**src/rtl/uart_tx_fifo.sv**
```systemverilog
`default_nettype none
// ============================================================================
// Module   : uart_tx_fifo
// Purpose  : Byte FIFO in front of a UART transmitter. Bytes written on i_fWr
//            are queued in a DEPTH-entry circular buffer and launched one at a
//            time to the transmitter with a registered one-cycle o_fTx pulse,
//            paced by the transmitter's ready flag and stop-bit-done pulse.
// Ports    : i_Clk       clock, rising edge
//            i_Rst       reset, asynchronous, active-low
//            i_fWr       write strobe (one byte per high cycle)
//            i_WrData    byte to enqueue
//            i_fClrOvf   synchronous clear of overflow status
//            i_fTxReady  transmitter idle
//            i_fTxDone   transmitter stop-bit-complete pulse
//            o_fTx       one-cycle launch pulse to transmitter
//            o_TxData    launched byte, held until the next launch
//            o_fFull     count == DEPTH
//            o_fEmpty    count == 0
//            o_Count     bytes stored, 0..DEPTH
//            o_fOvf      sticky: a write was dropped
//            o_fBusy     launch state machine not idle
//            o_OvfCnt    saturating dropped-write count (optional, see below)
// Options  : UART_TX_FIFO_OVF_CNT_EN -- when defined, adds o_OvfCnt.
// Revision : 1.0  initial release
// ============================================================================
module uart_tx_fifo #(
    parameter int DEPTH = 16,   // power of two, 2..256
    parameter int AW    = 4     // log2(DEPTH)
) (
    input  logic          i_Clk,
    input  logic          i_Rst,
    input  logic          i_fWr,
    input  logic [7:0]    i_WrData,
    input  logic          i_fClrOvf,
    input  logic          i_fTxReady,
    input  logic          i_fTxDone,
    output logic          o_fTx,
    output logic [7:0]    o_TxData,
    output logic          o_fFull,
    output logic          o_fEmpty,
    output logic [AW:0]   o_Count,
    output logic          o_fOvf,
    output logic          o_fBusy
`ifdef UART_TX_FIFO_OVF_CNT_EN
    ,
    output logic [7:0]    o_OvfCnt
`endif
);

    localparam logic [AW:0] c_Depth = (AW+1)'(DEPTH);

    typedef enum logic [1:0] {
        S_IDLE   = 2'd0,
        S_LAUNCH = 2'd1,
        S_BUSY   = 2'd2
    } state_t;

    state_t         r_State;
    state_t         w_NextState;

    logic [7:0]     r_Mem [DEPTH];
    logic [AW-1:0]  r_WrPtr;
    logic [AW-1:0]  r_RdPtr;
    logic [AW:0]    r_Count;
    logic           r_fTx;
    logic [7:0]     r_TxData;
    logic           r_fOvf;

    logic           w_Full;
    logic           w_Empty;
    logic           w_Pop;
    logic           w_WrAcc;
    logic           w_Drop;

    // Status comes only from the registered count, never from i_fWr.
    assign w_Full  = (r_Count == c_Depth);
    assign w_Empty = (r_Count == '0);

    // A full FIFO still takes a write when the head leaves in the same cycle.
    // An empty FIFO never pops, so write+pop on empty is simply a write.
    assign w_WrAcc = i_fWr && (!w_Full || w_Pop);
    assign w_Drop  = i_fWr && w_Full && !w_Pop;

    // ------------------------------------------------------------------
    // Launch state machine
    // ------------------------------------------------------------------
    always_ff @(posedge i_Clk or negedge i_Rst) begin
        if (!i_Rst) begin
            r_State <= S_IDLE;
        end else begin
            r_State <= w_NextState;
        end
    end

    always_comb begin
        w_NextState = r_State;
        w_Pop       = 1'b0;
        case (r_State)
            S_IDLE: begin
                if (i_fTxReady && !w_Empty) begin
                    w_Pop       = 1'b1;
                    w_NextState = S_LAUNCH;
                end
            end
            // Wait for the transmitter to acknowledge by dropping ready, so a
            // stale ready flag cannot trigger a second launch.
            S_LAUNCH: begin
                if (!i_fTxReady) begin
                    w_NextState = S_BUSY;
                end
            end
            S_BUSY: begin
                if (i_fTxDone) begin
                    w_NextState = S_IDLE;
                end
            end
            default: begin
                w_NextState = S_IDLE;
            end
        endcase
    end

    // ------------------------------------------------------------------
    // Storage: not reset, contents are only meaningful below r_Count.
    // ------------------------------------------------------------------
    always_ff @(posedge i_Clk) begin
        if (w_WrAcc) begin
            r_Mem[r_WrPtr] <= i_WrData;
        end
    end

    // Pointers wrap naturally because DEPTH == 2**AW.
    always_ff @(posedge i_Clk or negedge i_Rst) begin
        if (!i_Rst) begin
            r_WrPtr <= '0;
            r_RdPtr <= '0;
            r_Count <= '0;
        end else begin
            if (w_WrAcc) begin
                r_WrPtr <= r_WrPtr + 1'b1;
            end
            if (w_Pop) begin
                r_RdPtr <= r_RdPtr + 1'b1;
            end
            if (w_WrAcc && !w_Pop) begin
                r_Count <= r_Count + 1'b1;
            end else if (!w_WrAcc && w_Pop) begin
                r_Count <= r_Count - 1'b1;
            end
        end
    end

    // ------------------------------------------------------------------
    // Launch outputs. The head is read before any same-cycle write to the
    // same slot lands, so a write-while-full cannot overtake the head.
    // ------------------------------------------------------------------
    always_ff @(posedge i_Clk or negedge i_Rst) begin
        if (!i_Rst) begin
            r_fTx    <= 1'b0;
            r_TxData <= 8'hFF;
        end else begin
            r_fTx <= w_Pop;
            if (w_Pop) begin
                r_TxData <= r_Mem[r_RdPtr];
            end
        end
    end

    // Overflow flag: a drop in the same cycle as a clear wins.
    always_ff @(posedge i_Clk or negedge i_Rst) begin
        if (!i_Rst) begin
            r_fOvf <= 1'b0;
        end else if (w_Drop) begin
            r_fOvf <= 1'b1;
        end else if (i_fClrOvf) begin
            r_fOvf <= 1'b0;
        end
    end

`ifdef UART_TX_FIFO_OVF_CNT_EN
    logic [7:0] r_OvfCnt;

    // Saturating drop counter; an increment (or a saturated drop) beats clear.
    always_ff @(posedge i_Clk or negedge i_Rst) begin
        if (!i_Rst) begin
            r_OvfCnt <= 8'd0;
        end else if (w_Drop) begin
            if (r_OvfCnt != 8'hFF) begin
                r_OvfCnt <= r_OvfCnt + 8'd1;
            end
        end else if (i_fClrOvf) begin
            r_OvfCnt <= 8'd0;
        end
    end

    assign o_OvfCnt = r_OvfCnt;
`endif

    assign o_fTx    = r_fTx;
    assign o_TxData = r_TxData;
    assign o_fFull  = w_Full;
    assign o_fEmpty = w_Empty;
    assign o_Count  = r_Count;
    assign o_fOvf   = r_fOvf;
    assign o_fBusy  = (r_State != S_IDLE);

endmodule
`default_nettype wire

```
**config.mk**
```make
export PLATFORM = sky130hd
export DESIGN_NAME = uart_tx_fifo
export DESIGN_NICKNAME = d
export VERILOG_FILES = /design/src/rtl/uart_tx_fifo.sv
export SDC_FILE = /design/constraint.sdc
export NUM_CORES = 1
export LEC_CHECK = 0
export CAP_MARGIN = 20
export CORE_ASPECT_RATIO = 2
export CORE_MARGIN = 2
export CORE_UTILIZATION = 64
export DETAILED_ROUTE_END_ITERATION = 10
export GPL_TIMING_DRIVEN = 0
export PLACE_DENSITY = 0.84
export SYNTH_ARGS = -nofsm -noshare
export SYNTH_HDL_FRONTEND = slang
export SYNTH_SLANG_ARGS = --single-unit
export TNS_END_PERCENT = 5
```
**constraint.sdc**
```tcl
create_clock -name i_Clk -period 4.83 [get_ports i_Clk]
set_input_delay 0.966 -clock i_Clk [delete_from_list [all_inputs] [get_ports i_Clk]]
set_output_delay 0.966 -clock i_Clk [all_outputs]
set_load 0.02 [all_outputs]
```
# After elaboration in Yosys (flattened, before gate mapping)
# Memory sizes are Yosys's and may differ from the RTL's. A register that Yosys moved wholly into a read port is not among the register bits.
# Cells that the tools add are included.
[totals]
ramBits = 128
regBits = 17
elab_cells = 47
out_inout_bits = 18
mem_count = 1
input_bits = 14
[mem_list]
columns = ["memory", "words", "width", "read_ports", "rd_ports_with_merged_regs", "write_ports", "line_no", "text"]
rows = [
  ["r_Mem", 16, 8, 1, 1, 1, "61", "logic [7:0] r_Mem [DEPTH];"],
]
[op_classes]
n_reduce_logical = 18
n_addsub = 4
muxes = 12
n_eq_ne = 6
[op_table]
columns = ["op", "n"]
rows = [
  ["5-bit 2-to-1 mux", 2],
  ["4-bit by 1-bit adder with 4-bit output (second input constant)", 2],
  ["1-bit logical AND", 6],
  ["1-bit 2-to-1 mux", 6],
  ["2-bit 2-to-1 mux", 3],
  ["2-bit != test (second input constant)", 3],
  ["2-bit case mux with 3 select lines", 1],
  ["2-bit nonzero test", 3],
  ["5-bit by 1-bit adder with 5-bit output (second input constant)", 1],
  ["5-bit == test (second input constant)", 1],
  ["1-bit logical NOT", 5],
  ["5-bit logical NOT", 1],
  ["5-bit by 1-bit subtractor with 5-bit output (second input constant)", 1],
  ["3-bit AND reduction", 1],
  ["2-bit by 1-bit == test with 1-bit output (second input constant)", 1],
  ["2-bit == test (second input constant)", 1],
  ["2-bit logical NOT", 1],
  ["1-bit logical OR", 1],
]

# Logic depth before layout (Yosys ltp)
[depth]
depth_word = 11
mapped_depth = 11
ltp_nobuf = 11

# Worst setup path before layout
# OpenSTA, ideal clock, no wires.
[synth_timing]
path_type = "input port to flip-flop"
startpoint = "in i_fTxReady"
endpoint = "reg r_Count[4], in the netlist o_Count[4]"
path_slack_ns = 1.636
n_path_buf = 1
setup_ns = 0.081
required_ns = 4.749
arrival_ns = 3.113
cell_stages = 11
cell_sequence = "nor3b_1 a21boi_4 clkinv_1 buf_2 ha_1 inv_1 ha_1 a21o_1 a21oi_1 mux2i_1 xnor2_1"
[synth_via]
elab_chain_len = 8
elab_cells_between_ends = 11
cone_classes = "3 x mux; 8 x reduce/logical"
[synth_rtl]
columns = ["item", "line_no", "text"]
rows = [
  ["start: declaration", "35", "input logic i_fTxReady,"],
  ["1-bit logical AND *", "100", "if (i_fTxReady && !w_Empty) begin"],
  ["1-bit 2-to-1 mux *", "100", ""],
  ["1-bit 2-to-1 mux *", "98", "case (r_State)"],
  ["named net w_Pop", "71", "logic w_Pop;"],
  ["1-bit logical OR", "81", "assign w_WrAcc = i_fWr && (!w_Full || w_Pop);"],
  ["1-bit logical AND", "81", ""],
  ["1-bit logical NOT", "147", "end else if (!w_WrAcc && w_Pop) begin"],
  ["1-bit logical AND", "147", ""],
  ["2-bit nonzero test (no source line)", "-", ""],
  ["end signal: assignment", "146", "r_Count <= r_Count + 1'b1;"],
  ["end signal: assignment", "148", "r_Count <= r_Count - 1'b1;"],
  ["end: declaration", "64", "logic [AW:0] r_Count;"],
]
# Mark *: on every way through the listed nets, which the timed path passes. The rest lies on a longest branch.
# A chain may end at the register's enable or synchronous reset.

# Worst setup path in the final report
# Same ends and word-level chain as after synthesis.

==> results.cfg <==
[timing]
hold_ws_ns = 0.4576
worst_pin_slew_ns = 0.6399
setup_violations = 0
setup_slack_ns = 1.124
rsz0062_at_grt = no
clock_skew_ns = 0.01305
fin_crit_ns = 3.706
fin_crit_sh = 0.7672
relSlewSlack = 0.5701
drv_slew = 0
timing.fmax_ghz = 0.2699
final-hold-violation-count = 0
tns_ns = 0

[clock_tree]
clock_sinks = 153
cts_made_buffers = 17
cts_hold_buf = 0
clkTransAtPathRegs_ns = 0.06
insertion_delay_ns = 0.42
cts_tree = yes
ctsRootBufferMaster = clkbuf_16
post_cts_resized = 0
clock_path_buffers = 2
htreeDepth = 4
post_cts_buffers = 0

[setup_path]
arrival_ns = 4.04
cp_slowest_cell = clkdlybuf4s50_1
crit_path_end_kind = flip-flop
timing.rr.end = o_Count[4]
path_cells = clkdlybuf4s50_1 > nor3b_1 > a21boi_4 > clkinv_1 > buf_2 > ha_1 > inv_1 > ha_1 > a21o_1 > a21oi_1 > mux2i_1 > xnor2_1
rr_startpoint = o_Count[1]
crit_required_ns = 5.17
path_common_cell = ha_1
start_kind = input pin
max_stage_delay_ns = 0.49
crit_end = o_Count[4]
cp-startpoint = i_fTxReady
worstSetupPathType = in2reg
r2r_slack_ns = 1.67
r2r.worst_path.cells = 11
crit_fanout = 10

[placed_design]
dp_cells = 511
portBuffers = 31
pre_cts_slack_ns = 0.6602
dp_hpwl_um = 8168
placed_cell_area_mm2 = 0.006835
place.gp.congestion = 0.8190

[grt]
grt_pass1_vias = 3475
grt_max_degree = 21
antenna_found_initial = 0
grt_usage = 0.2514
grt_overflow = 0
grt_pass1_wl_um = 18570

[finish]
fillCellCount = 528
nets = 423
stdcell_count = 543
multiInputGateArea_mm2 = 0.001654
final_layout_size_suffix_gt1_frac = 0.2628
regArea_mm2 = 0.004479
final_cell_mix = 128 x edfxtp_1, 32 x mux4_2, 31 x clkdlybuf4s50_1
area_growth_pct = 18.30
fin_area_mm2 = 0.007400
diodes = 0
final_common_cell = edfxtp_1

[detailed_routing]
first_pass_iters = 5
drt_iter0_drc = 203
vias_per_cell = 5.808
ant_nets = 0
wl_um = 11600
via_count = 3154
post_drt_wl_per_cell_um = 21.37
drc = 0

[die]
num_rows = 51
ios = 32
fp.dieArea_mm2 = 0.01063
core-area_mm2 = 0.009635
die_h_um = 143.8
start_util = 0.6491
die_w_um = 73.91

[power]
comb_power_share = 0.319
p_leak_nw = 2.585
power_density_mw_per_mm2 = 599.0
vdd_ir_drop_max_mv = 0.4063
p_seq_frac = 0.401
p_int_mw = 3.069
switching_share = 0.3076
clkPwrFrac = 0.280
power.switching_mw = 1.363

[synthesis]
ys_seq_area_frac = 0.7161
yosysTopAreaCellShare = 0.6145
ys_types = 40
synthesis.nets = 364
syn-instance-count = 339
synth.area.top_cells = edfxtp_1 61%, mux4_2 12%, dfrtp_1 6.8%
yosysWarningCount = 0
synth_seq_cells = 153
synth_area_per_cell_um2 = 18.45
yosys.area.top_type = edfxtp_1
synth_area_mm2 = 0.006255

[worst_hold_path]
min_path_type = reg2reg

[job]
max_cap_viol_count = 0

[run_status]
status = completed
==> layer usage <==
metal  global-route usage  vias up  part of all wire
met5                    0        -                 0
met4               0.1129        0             0.024
met3              0.05189       17             0.033
met2               0.4591      101              0.59
met1               0.2694     1595              0.35
li1                     -     1441                 -
==> final cells by class <==
cell class                 instances  share of cell area
buffer                            16             0.01285
clock buffer                      19             0.05986
clock inverter                    13             0.01640
inverter                          13            0.006933
multi-input combinational        157              0.2235
sequential                       153              0.6053
tap                              132             0.02232
timing repair buffer              40             0.05276
==> cell families after synthesis <==
family / synth area share
adder cells (fa/ha/maj): 0.02320
AO/OA/AOI/OAI: 0.02781
buffers and inverters: 0.02340
multiplexers: 0.1456
XOR/XNOR: 0.01400
flip-flops: 0.7161
AND/OR/NAND/NOR: 0.04981
==> stage by stage <==
step	power, mW	utilization
after global routing	4.658	0.7680
after floorplan	2.778	-
final	4.432	0.7680
after detailed placement	3.220	0.7094
after global placement	3.151	0.6985
after CTS	4.479	0.7680
==> Yosys cell counts, drive strengths merged <==
cell type and instances:
a21boi 1, a21o 1, a21oi 5, and2 4, and3 5, buf 11, clkbuf 5, clkinv 1
dfrtp 17, dfstp 8, edfxtp 128, fa 1, ha 10, inv 12, mux2 8, mux2i 10
mux4 32, nand2 30, nand3 1, nand3b 1, nand4 2, nor2 4, nor3 4, nor3b 1
nor4 1, nor4b 4, o21ai 17, o311a 1, o31ai 1, o32ai 1, or2 1, or4 1
xnor2 9, xor2 1
==> power by group through the flow <==
| stage | logic (mW) | clock network, mW | registers (mW) |
|---|---|---|---|
| 2_1_floorplan | 0.932 | 0 | 1.85 |
| 3_3_place_gp | 1.36 | 0 | 1.79 |
| 3_5_place_dp | 1.42 | 0 | 1.80 |
| 4_1_cts | 1.44 | 1.26 | 1.78 |
| 5_1_grt | 1.54 | 1.32 | 1.79 |
| 6_report | 1.41 | 1.24 | 1.78 |
==> worst min-delay path by stage <==
| stage | from | end | slack [ns] | cells past startpoint |
|---|---|---|---|---|
| after CTS | o_TxData[2] | o_TxData[2] | 0.46 | 2 |
| after floorplan | o_TxData[1] | o_TxData[1] | 0.49 | 2 |
| after global routing | o_TxData[2] | o_TxData[2] | 0.47 | 2 |
| after detailed placement | o_TxData[2] | o_TxData[2] | 0.45 | 2 |
| final | o_TxData[2] | o_TxData[2] | 0.46 | 2 |
| after global placement | o_TxData[4] | o_TxData[4] | 0.44 | 2 |
==> flip-flops by register name (all words and copies together) (netlist names) <==
name	count
o_TxData	8
o_fTx	1
r_WrPtr	4
r_Mem	128
o_Count	5
o_fOvf	1
r_RdPtr	4
r_State	2
==> worst max-delay path: cells and delay by family <==
kind                     cells  cell delay (ns)
multiplexers                 1             0.27
AND/OR/NAND/NOR              1             0.22
adder cells (fa/ha/maj)      2             0.50
XOR/XNOR                     1             0.14
buffers and inverters        4             1.26
AO/OA/AOI/OAI                3             0.68
No activity file was read; power rests on OpenSTA's default activity.
